===== src/rtl/mips_pkg.sv =====
// Shared types and helpers for the MIPS-Lite pipeline control blocks.
package mips_pkg;

    typedef enum logic {
        IDLE  = 1'b0,
        STALL = 1'b1
    } stall_state_e;

    // Longest stall that a CNT_W-bit length field can request.
    function automatic int unsigned stall_max(input int unsigned cnt_w);
        return (1 << cnt_w) - 1;
    endfunction

endpackage


===== src/rtl/hazard_stall_ctrl_sat_counter.sv =====
// Saturating up-counter with synchronous clear; holds at all-ones instead of wrapping.
module sat_counter #(
    parameter int unsigned W = 32
) (
    input  logic         clk,
    input  logic         reset,
    input  logic         inc,
    input  logic         clr,
    output logic [W-1:0] cnt
);

    always_ff @(posedge clk or negedge reset) begin
        if (!reset) begin
            cnt <= '0;
        end else if (clr) begin
            cnt <= '0;
        end else if (inc && (cnt != '1)) begin
            cnt <= cnt + 1'b1;
        end
    end

endmodule


===== src/rtl/hazard_stall_ctrl.sv =====
// ID-stage stall controller: freezes PC/IF-ID for a programmable number of cycles on a
// RAW hazard unless forwarding covers every source; flush aborts any stall.
module hazard_stall_ctrl
    import mips_pkg::*;
#(
    parameter int unsigned CNT_W   = 2,
    parameter int unsigned NUM_SRC = 2,
    parameter int unsigned PERF_W  = 32
) (
    input  logic               clk,
    input  logic               reset,
    input  logic               hazard_i,
    input  logic [CNT_W-1:0]   stall_len_i,
    input  logic [NUM_SRC-1:0] fwd_i,
    input  logic               fwd_mode_i,
    input  logic               flush_i,
    input  logic               clr_perf_i,
    output logic               stall_o,
    output logic               busy_o,
    output logic [CNT_W-1:0]   remaining_o,
    output logic [PERF_W-1:0]  perf_stall_cnt_o,
    output logic [PERF_W-1:0]  perf_hazard_cnt_o,
    output logic [PERF_W-1:0]  perf_fwd_cnt_o
);

    stall_state_e     state, state_n;
    logic [CNT_W-1:0] remaining, remaining_n;
    logic             fwd_full;
    logic [CNT_W-1:0] eff_len;
    logic             hazard_inc, fwd_inc;

    always_ff @(posedge clk or negedge reset) begin
        if (!reset) begin
            state     <= IDLE;
            remaining <= '0;
        end else begin
            state     <= state_n;
            remaining <= remaining_n;
        end
    end

    always_comb begin
        state_n     = state;
        remaining_n = remaining;
        stall_o     = 1'b0;
        busy_o      = 1'b0;
        hazard_inc  = 1'b0;
        fwd_inc     = 1'b0;
        fwd_full    = fwd_mode_i & (&fwd_i);
        eff_len     = fwd_full ? '0 : stall_len_i;

        case (state)
            IDLE: begin
                if (!flush_i) begin
                    // The first stall cycle is the detect cycle itself, so STALL only covers the rest.
                    if (hazard_i && (eff_len != '0)) begin
                        stall_o    = 1'b1;
                        hazard_inc = 1'b1;
                        if (eff_len > CNT_W'(1)) begin
                            state_n     = STALL;
                            remaining_n = eff_len - 1'b1;
                        end
                    end
                    fwd_inc = hazard_i & fwd_full & (stall_len_i != '0);
                end
            end
            STALL: begin
                busy_o = 1'b1;
                if (flush_i) begin
                    state_n     = IDLE;
                    remaining_n = '0;
                end else begin
                    stall_o = 1'b1;
                    if (remaining == CNT_W'(1)) begin
                        state_n     = IDLE;
                        remaining_n = '0;
                    end else begin
                        remaining_n = remaining - 1'b1;
                    end
                end
            end
            default: begin
                state_n     = IDLE;
                remaining_n = '0;
            end
        endcase

        if (!reset) begin
            stall_o    = 1'b0;
            busy_o     = 1'b0;
            hazard_inc = 1'b0;
            fwd_inc    = 1'b0;
        end
    end

    assign remaining_o = (state == STALL) ? remaining : '0;

    sat_counter #(.W(PERF_W)) u_stall_cnt (
        .clk   (clk),
        .reset (reset),
        .inc   (stall_o),
        .clr   (clr_perf_i),
        .cnt   (perf_stall_cnt_o)
    );

    sat_counter #(.W(PERF_W)) u_hazard_cnt (
        .clk   (clk),
        .reset (reset),
        .inc   (hazard_inc),
        .clr   (clr_perf_i),
        .cnt   (perf_hazard_cnt_o)
    );

    sat_counter #(.W(PERF_W)) u_fwd_cnt (
        .clk   (clk),
        .reset (reset),
        .inc   (fwd_inc),
        .clr   (clr_perf_i),
        .cnt   (perf_fwd_cnt_o)
    );

endmodule


===== config.mk =====
export PLATFORM = sky130hd
export DESIGN_NAME = hazard_stall_ctrl
export DESIGN_NICKNAME = d
export VERILOG_FILES = /design/src/rtl/mips_pkg.sv /design/src/rtl/hazard_stall_ctrl_sat_counter.sv /design/src/rtl/hazard_stall_ctrl.sv
export SDC_FILE = /design/constraint.sdc
export NUM_CORES = 1
export LEC_CHECK = 0
export ABC_AREA = 1
export CAP_MARGIN = 20
export CORE_MARGIN = 8
export CORE_UTILIZATION = 40
export CTS_BUF_LIST = sky130_fd_sc_hd__clkbuf_8
export CTS_CLUSTER_DIAMETER = 60
export CTS_CLUSTER_SIZE = 8
export DETAILED_ROUTE_END_ITERATION = 8
export HOLD_SLACK_MARGIN = 0.05
export PLACE_DENSITY = 0.64
export REMOVE_ABC_BUFFERS = 1
export SYNTH_ARGS = -nofsm -noshare
export SYNTH_HDL_FRONTEND = slang
export SYNTH_HIERARCHICAL = 1
export SYNTH_SLANG_ARGS = --single-unit

===== constraint.sdc =====
create_clock -name clk -period 3.1 [get_ports clk]
set_input_delay 0.31 -clock clk [delete_from_list [all_inputs] [get_ports clk]]
set_output_delay 0.31 -clock clk [all_outputs]
set_load 0.01 [all_outputs]

==> results.md, run 1 <==
- Outcome: completed
- Top-Level Pins: 110
- Die X: 149 microns
- Tot GR Track Use: 18.7%
- DIE HEIGHT: 149 microns
- CP Data Arrival Time: 2.16 ns
- Post-CTS setup buffers: 0
- CP startpoint kind: primary input
- Root buf cell: clkbuf_8
- FP Rows: 48
- Max_cap viols: 0
- Number of global-route vias before repair: 6702
- Max IR drop VDD: 0.160 mV
- Leakage power: 3.75 nW
- Final hold vios: 0
- Initial core utilization: 40.8%
- Synthesized flop and latch total: 99
- TritonCTS clock tree: done
- Post-Route Setup TNS: 0 ns
- Clk buf depth: 2
- RSZ-0062 raised after global routing: no
- Via density: 5.00
- Final period util: 79.6%
- Critical Path Sink Type: output port
- Full die area: 0.0221 sq mm
- CTS buffer count: 9
- PwrDens: 283 mW/mm^2
- # DRC: 0
- Hold Buf Count CTS: 0
- Cts repair resizes: 0
- Measured slew at the worst slew-check pin: 0.700 ns
- Largest net degree at the start of global routing: 52
- Ant. Diodes: 0
- Iter 0 DRT Violations: 530
- Placer congestion estimate: 0.899
- Clock transition at path regs: 0.11 ns
- F_max: 405 MHz
- Layout cells sized above 1: 7.56%
- Synth Instances: 1078
- Worst EP required: 2.79 ns
- Post-DR wirelength/cell: 14.4 microns
- Clk_lat worst skew: 0.39 ns
- TritonCTS Sinks: 99
- Area Growth Syn to Fin: 20.9%
- Final ANT Viol Nets: 0
- CP max FO: 4
- Final Slew Violations: 0
- Core region area: 0.0172 sq mm
- Min Clock Period, post-route: 2.47 ns
- Max_slew headroom: 53.3%
- First-pass GRT wire length: 33.5 mm
- Hpwl dp: 14.9 mm
- Yosys Warn Count: 6
- Worst min path class: in2async
- Initial antenna violation count: 0
- Mapped Area: 0.00703 sq mm
- Routed WL: 20.4 mm
- Vias after detailed routing: 7080
- Fin Hold WS: 0.0622 ns
- Port bufs: 109
- TritonRoute pass-1 iters: 7
- Clock Skew: 0.0169 ns
- Final setup viols: 0
- H-tree levels: 3
- Path type of the worst setup path: in2out
- Overflow after GRT: 0
- Number of distinct library cells after synthesis: 31
- Nets: 1201
- Sequential area share after synthesis: 35.2%
- Synthesized area per cell: 6.52 sq um
synthesized netlist by cell type:
cell,number,share of area (%)
nand2_1,418,22
nor2_1,157,8.4
nand3_1,106,7.5
dfrtp_1,99,35
inv_1,93,5.0
o21ai_1,30,2.1
nand4_1,24,2.1
xor2_1,15,1.9
o21ai_0,14,1.0
a21oi_1,13,0.93
buf_6,13,2.1
nor2_2,13,1.2
xnor2_1,12,1.5
nand2_2,10,0.89
nand2_4,9,1.4
inv_2,7,0.37
clkbuf_1,6,0.32
nor2_4,6,0.96
ha_1,5,0.89
nand3b_1,4,0.43
a22oi_1,3,0.32
buf_1,3,0.16
buf_2,3,0.21
nand2_8,3,0.85
nor2_8,3,0.85
or2_2,3,0.27
nand3_2,2,0.28
nor3_1,1,0.071
nor4_2,1,0.18
o21ai_2,1,0.12
o21bai_2,1,0.16
per-stage QoR:
stage               util, %  instances  total power, mW  setup WS [ns]  area (sq um)
finish                 49.3       1416             2.40          0.631          8500
global route           49.3       1416             2.51          0.487          8500
CTS                    49.3       1416             2.45          0.627          8500
detailed placement     48.2       1400             1.54          0.559          8300
global placement       48.2       1400             1.54          0.596          8300
floorplan                 -       1053             1.43          0.865          6840
critical path: stages:
cell             delay (ns)
clkdlybuf4s50_1        0.42
nand3_2                0.13
nand2_1                0.10
ha_1                   0.19
inv_1                  0.07
nand2_1                0.10
a21oi_1                0.14
buf_4                  0.17
clkdlybuf4s50_1        0.54
report_power, final:
group | total [mW] | switching [mW] | internal (mW)
combinational | 0.197 | 0.139 | 0.0575
sequential | 1.32 | 0.0146 | 1.30
clock | 0.889 | 0.511 | 0.378
total | 2.40 | 0.665 | 1.74
metal layers:
| layer | part of all wire, % | vias up | wire [microns] | GRT usage [%] |
|---|---|---|---|---|
| li1 | - | 3613 | - | - |
| met1 | 48 | 3284 | 9700 | 24.9 |
| met2 | 46 | 164 | 9300 | 30.2 |
| met3 | 5.1 | 19 | 1040 | 2.80 |
| met4 | 1.5 | 0 | 304 | 6.53 |
| met5 | 0 | - | 0 | 0 |
cell families after synthesis:
kind of cell             Yosys count  share of synthesized area (%)
flip-flops                        99                           35.2
XOR/XNOR                          27                           3.36
adder cells (fa/ha/maj)            5                          0.890
AO/OA/AOI/OAI                     62                           4.66
AND/OR/NAND/NOR                  760                           47.7
buffers and inverters            125                           8.11
path summary, 6_finish.rpt:
check                                 start                    to  cells past startpoint  slack, ns
setup / recovery                   fwd_i[1]               stall_o                      9       0.63
hold / removal                        reset      u_fwd_cnt/cnt[5]                      2       0.06
max in group asynchronous             reset  u_hazard_cnt/cnt[19]                      3       1.91
min in group clk                      reset     u_fwd_cnt/cnt[21]                      5       0.44
hold reg to reg                remaining[1]          remaining[1]                      2       0.55
setup reg to reg           u_fwd_cnt/cnt[1]     u_fwd_cnt/cnt[24]                     11       0.92
cells in the final DEF (no fill, tap or decap), types with 3 or more instances in the layout:
cell type	n
nand2_4	9
dfrtp_1	99
nand2_1	418
clkdlybuf4s50_1	107
nor2_4	6
nand4_1	24
clkbuf_8	9
nand2_8	3
a21oi_1	13
nand3_1	106
nor2_8	3
inv_1	93
xor2_1	15
buf_4	14
or2_2	3
a22oi_1	3
nand2_2	10
nor2_1	157
clkinvlp_4	3
xnor2_1	12
inv_2	7
o21ai_0	14
o21ai_1	30
ha_1	5
nor2_2	13
nand3b_1	4
final cells by class:
class                      instances  area [sq um]
tap                              225           282
sequential                        99          2480
fill                            1765          8740
clock buffer                       9           124
timing repair buffer             122          1180
clock inverter                     7          75.1
inverter                         100           375
multi-input combinational        854          3990
state kept, by name, summed over array words and instances, names as in the netlist:
signal            flops
state                 1
u_fwd_cnt/cnt        32
u_stall_cnt/cnt      32
u_hazard_cnt/cnt     32
remaining             2
Power figures use the tool's default switching activity.
==> inputs of run 2 (changes only) <==
- PLACE_DENSITY: 0.64 -> 0.67
- clock period: 3.1 -> 2 ns (I/O delays scaled with it)
==> run 2 against run 1 <==
Sequential share of layout area shrank 1.3 points. Via count rose by 2.5%. Critical endpoint is now remaining_o[0]. Die area is the same. Critical path type is now reg2out. Largest cell class unchanged. Power up 62%. Clock power rose by 69%. Final area grew 4.7%. First-iteration DRC count up 0.57%.
==> results.md, run 2 (synthesis results as in run 1) <==
- Filler cell count: 1751 (-0.79%)
- FF-to-FF setup slack: 0.15 ns (-0.77 ns)
- Max_slew headroom: 61.5% (+8.1 points)
- Multi-input gate area: 0.00399 sq mm (about the same)
- H-tree levels: 3 (unchanged)
- Number of global-route vias before repair: 6758 (+0.84%)
- CP startpoint kind: flop
- TritonCTS clock tree: done
- CTS buffer count: 9 (unchanged)
- Register share of total power: 52.5% (-2.3 points)
- Final Slew Violations: 0 (unchanged)
- Post-DR wirelength/cell: 14.0 microns (-2.8%)
- Final setup viols: 0 (unchanged)
- Worst r2r src: u_fwd_cnt/cnt[0]
- First-pass GRT wire length: 33.5 mm (-0.15%)
- Overflow after GRT: 0 (unchanged)
- P_sw: 1.03 mW (+55%)
- Min Clock Period, post-route: 1.88 ns
- # DRC: 0 (unchanged)
- Core region area: 0.0172 sq mm (unchanged)
- Clk buf depth: 2 (unchanged)
- TritonCTS Sinks: 99 (unchanged)
- Via density: 4.98 (-0.30%)
- Power Internal: 2.86 mW (+65%)
- Final ANT Viol Nets: 0 (unchanged)
- Hold path cells: 4
- Initial core utilization: 40.8% (unchanged)
- Top-Level Pins: 110 (unchanged)
- Path type of the worst setup path: reg2out
- Final hold vios: 0 (unchanged)
- Worst EP required: 1.80 ns (-0.99 ns)
- Leakage power: 4.00 nW (+6.7%)
- RSZ-0062 raised after global routing: no
- HP Start: clr_perf_i
- Biggest regs: u_fwd_cnt/cnt: 32 flops, u_hazard_cnt/cnt: 32 flops, u_stall_cnt/cnt: 32 flops
- PwrDens: 437 mW/mm^2 (+55%)
- Final period util: 94.0%
- TritonRoute pass-1 iters: 5 (-2)
- Placer congestion estimate: 0.890 (-1.0%)
- Clock transition at path regs: 0.11 ns (about the same)
- Most frequent cells in the layout: nand2_1 (418), nor2_1 (157), nand3_1 (106), clkdlybuf4s50_1 (106), dfrtp_1 (98)
- Full die area: 0.0221 sq mm (unchanged)
- Die X: 149 microns (unchanged)
- Ant. Diodes: 0 (unchanged)
- Root buf cell: clkbuf_8
- CP Data Arrival Time: 1.68 ns (-0.48 ns)
- Sequential cell area: 0.00248 sq mm (about the same)
- Worst min path class: in2reg
- DIE HEIGHT: 149 microns (unchanged)
- Placed cells: 1437 (+2.6%)
- Clk_lat worst skew: 0.39 ns (about the same)
- Measured slew at the worst slew-check pin: 0.578 ns (-0.122 ns)
- Critical Path Sink Type: output port
- FP Rows: 48 (unchanged)
- Clock Skew: 0.0163 ns (-0.000531 ns)
- Layout cells sized above 1: 10.6% (+3.1 points)
- Logic gate share of total power: 9.0% (+0.8 points)
- Max_cap viols: 0 (unchanged)
- Vias after detailed routing: 7258 (+2.5%)
- Area Growth Syn to Fin: 26.5%
- Post-route insts no fill: 1456 (+2.8%)
- Routed WL: 20.3 mm (about the same)
- F_max: 532 MHz
- Port bufs: 109 (unchanged)
- Outcome: completed
- Initial antenna violation count: 0 (unchanged)
- Iter 0 DRT Violations: 533 (+0.57%)
- Largest net degree at the start of global routing: 100 (+92%)
- Most common cell after layout, fill and taps aside: nand2_1
- CP max FO: 12 (+8)
- Pwr Total: 3.89 mW (+62%)
- Nets: 1241 (+3.3%)
- Max IR drop VDD: 0.270 mV (+69%)
- Worst R2R Path Depth: 11 (unchanged)
- Clock group share of total power: 38.5% (+1.5 points)
- Tot GR Track Use: 18.5% (-0.14 points)
- Sw Ratio: 26.5% (-1.2 points)
- RR Endpoint: u_fwd_cnt/cnt[13]
- Hold EP: u_hazard_cnt/cnt[3]
- Hpwl dp: 15.1 mm (+1.4%)
run 2: critical path, cell delays in order, from the launching register on:
cell and delay, ns:
dfrtp_2 0.50, nand2_1 0.13, inv_1 0.12, clkdlybuf4s50_1 0.55
run 2: what timing repair did:
action,4_1_cts,5_1_grt
gates resized for setup,3,3
setup buffers,0,2
hold buffers,1,0
hold endpoints to repair,99,0
cloned,0,0
endpoints found under the setup margin,2,41
run 2: power groups by stage:
stage	sequential [mW]	clock, mW	combinational (mW)
6_report	2.04	1.50	0.349
5_1_grt	2.05	1.62	0.390
4_1_cts	2.04	1.55	0.354
3_5_place_dp	2.08	0	0.349
3_3_place_gp	2.08	0	0.350
2_1_floorplan	2.08	0	0.142
run 2: stage by stage:
step           TNS (ns)  cell area [sq um]  hold WS [ns]  util [%]  worst slack, ns
6_report              0               8900         0.274      51.6            0.121
3_3_place_gp      -3.29               8640         0.378      50.1           -0.125
3_5_place_dp      -7.18               8640         0.373      50.1           -0.219
2_1_floorplan     -2.98               6840       -0.0956         -           -0.125
5_1_grt               0               8900         0.270      51.6          0.00492
4_1_cts               0               8880         0.263      51.5           0.0509
run 2: per-layer routing:
layer / global-route usage, % / vias to the layer above / part of all wire [%]
li1: - / 3681 / -
met4: 5.86 / 0 / 1.2
met3: 2.89 / 14 / 5.7
met2: 30.1 / 190 / 46
met1: 24.7 / 3373 / 47
met5: 0 / - / 0
run 2: worst max-delay path by stage:
stage / from / to / cells past startpoint
4_1_cts: state / remaining_o[0] / 3
3_3_place_gp: fwd_i[1] / stall_o / 8
5_1_grt: u_stall_cnt/cnt[0] / u_stall_cnt/cnt[31] / 12
6_report: state / remaining_o[0] / 3
3_5_place_dp: fwd_i[0] / stall_o / 8
2_1_floorplan: fwd_i[1] / u_stall_cnt/cnt[0] / 10
run 2: cell type report:
class	count	area share [%]
multi-input cells	854	44.8
flip-flops and latches	99	27.9
clock buffers	9	1.39
inverters	100	4.26
clock inverters	7	1.11
repair buffers	162	17.4
well taps	225	3.16
==> inputs of run 3 (changes only) <==
- GPL_ROUTABILITY_DRIVEN: unset -> 0
- SKIP_CTS_REPAIR_TIMING: unset -> 1
==> run 3 against run 2 <==
First-iteration DRC count fell by 0.75%. Power about the same. Register-to-register slack is essentially flat. Highest routed layer unchanged.
==> results.md, run 3 (synthesis results as in run 1) <==
- Max_cap viols: 0 (unchanged)
- Initial antenna violation count: 0 (unchanged)
- Port bufs: 109 (unchanged)
- Die X: 149 microns (unchanged)
- Post-DR wirelength/cell: 14.0 microns (about the same)
- Final Slew Violations: 0 (unchanged)
- Path type of the worst setup path: reg2out
- Critical Path Sink Type: output port
- TritonCTS Sinks: 99 (unchanged)
- Biggest regs: u_fwd_cnt/cnt: 32 flops, u_hazard_cnt/cnt: 32 flops, u_stall_cnt/cnt: 32 flops
- Min Clock Period, post-route: 1.90 ns (+0.0163 ns)
- First-pass GRT wire length: 33.5 mm (about the same)
- Register share of total power: 52.5% (about the same)
- Clock group share of total power: 38.5% (about the same)
- Final Cell Area: 0.00890 sq mm (about the same)
- Placed instance area: 0.00864 sq mm (unchanged)
- Most frequent cells in the layout: nand2_1 (418), nor2_1 (157), nand3_1 (106), clkdlybuf4s50_1 (106), dfrtp_1 (98)
- Nets: 1241 (unchanged)
- Number of global-route vias before repair: 6755 (-0.044%)
- Routed WL: 20.3 mm (about the same)
- Most common cell after layout, fill and taps aside: nand2_1
- Initial core utilization: 40.8% (unchanged)
- PwrDens: 437 mW/mm^2 (about the same)
- CTS buffer count: 9 (unchanged)
- Top-Level Pins: 110 (unchanged)
- Power Internal: 2.86 mW (about the same)
- TritonRoute pass-1 iters: 5 (unchanged)
- Dpl ws: -0.219 ns (unchanged)
- DIE HEIGHT: 149 microns (unchanged)
- Worst min path class: in2reg
- Largest net degree at the start of global routing: 100 (unchanged)
- Post-route insts no fill: 1456 (unchanged)
- Layout cells sized above 1: 10.6% (unchanged)
- RSZ-0062 raised after global routing: no
- Vias after detailed routing: 7254 (-0.055%)
- Tot GR Track Use: 18.5% (about the same)
- Max IR drop VDD: 0.271 mV (+0.29%)
- Ant. Diodes: 0 (unchanged)
- H-tree levels: 3 (unchanged)
- FP Rows: 48 (unchanged)
- Via density: 4.98 (about the same)
- Max_slew headroom: 61.4% (-0.095 points)
- Final ANT Viol Nets: 0 (unchanged)
- Sw Ratio: 26.5% (about the same)
- Clk buf depth: 2 (unchanged)
- Outcome: completed
- Final setup viols: 0 (unchanged)
- P_sw: 1.03 mW (about the same)
- TritonCTS clock tree: done
- Area Growth Syn to Fin: 26.5% (about the same)
- Clock Skew: 0.0165 ns (+0.000150 ns)
- Clock transition at path regs: 0.11 ns (about the same)
- # DRC: 0 (unchanged)
- Root buf cell: clkbuf_8
- Worst EP required: 1.80 ns (about the same)
- Leakage power: 4.01 nW (+0.32%)
- Measured slew at the worst slew-check pin: 0.579 ns (+0.00142 ns)
- Logic gate share of total power: 9.0% (about the same)
- Pwr Total: 3.89 mW (about the same)
- CP max FO: 12 (unchanged)
- Final worst slack: 0.105 ns (-0.0163 ns)
- Final hold vios: 0 (unchanged)
- Hpwl dp: 15.1 mm (unchanged)
- Core region area: 0.0172 sq mm (unchanged)
- Final core utilization: 51.6% (about the same)
- Final period util: 94.8% (+0.82 points)
- Placed cells: 1437 (unchanged)
- Iter 0 DRT Violations: 529 (-0.75%)
- Overflow after GRT: 0 (unchanged)
- CP Data Arrival Time: 1.70 ns (+0.02 ns)
- Full die area: 0.0221 sq mm (unchanged)
- CP startpoint kind: flop
- Fin Hold WS: 0.270 ns (-0.00427 ns)
- F_max: 528 MHz (-0.86%)
- Post-Route Setup TNS: 0 ns (unchanged)
- Clk_lat worst skew: 0.39 ns (about the same)
[run 3: per-layer routing]
layer / track usage [%] / vias up / part of all wire [%]
li1: - / 3687 / -
met1: 24.7 / 3371 / 47
met2: 30.1 / 182 / 46
met3: 2.89 / 14 / 5.5
met4: 5.86 / 0 / 1.2
met5: 0 / - / 0
[run 3: path summary, 6_finish.rpt]
path / start / to / slack [ns] / cells after the start
worst max-delay path: state / remaining_o[0] / 0.10 / 3
worst min-delay path: clr_perf_i / u_hazard_cnt/cnt[3] / 0.27 / 4
worst max register to register: u_fwd_cnt/cnt[0] / u_fwd_cnt/cnt[13] / 0.15 / 11
worst min register to register: u_stall_cnt/cnt[31] / u_stall_cnt/cnt[31] / 0.57 / 2
max in group asynchronous: reset / u_hazard_cnt/cnt[28] / 1.10 / 3
min in group asynchronous: reset / u_fwd_cnt/cnt[2] / 0.43 / 3
[run 3: cell type report]
cell class | count | area, sq um
clock inverters | 7 | 98.8
well taps | 225 | 282
flip-flops and latches | 99 | 2480
fillers | 1749 | 8340
repair buffers | 162 | 1550
multi-input cells | 854 | 3990
inverters | 100 | 379
clock buffers | 9 | 124
[run 3: power by group through the flow]
stage | logic (mW) | clock network [mW] | registers (mW)
final | 0.350 | 1.50 | 2.04
after global routing | 0.391 | 1.62 | 2.05
after CTS | 0.352 | 1.55 | 2.04
after detailed placement | 0.349 | 0 | 2.08
after global placement | 0.350 | 0 | 2.08
after floorplan | 0.142 | 0 | 2.08
[run 3: critical path, cell delays in order (launching register included)]
cell and delay (ns):
dfrtp_2 0.50, nand2_1 0.14, inv_1 0.13, clkdlybuf4s50_1 0.55
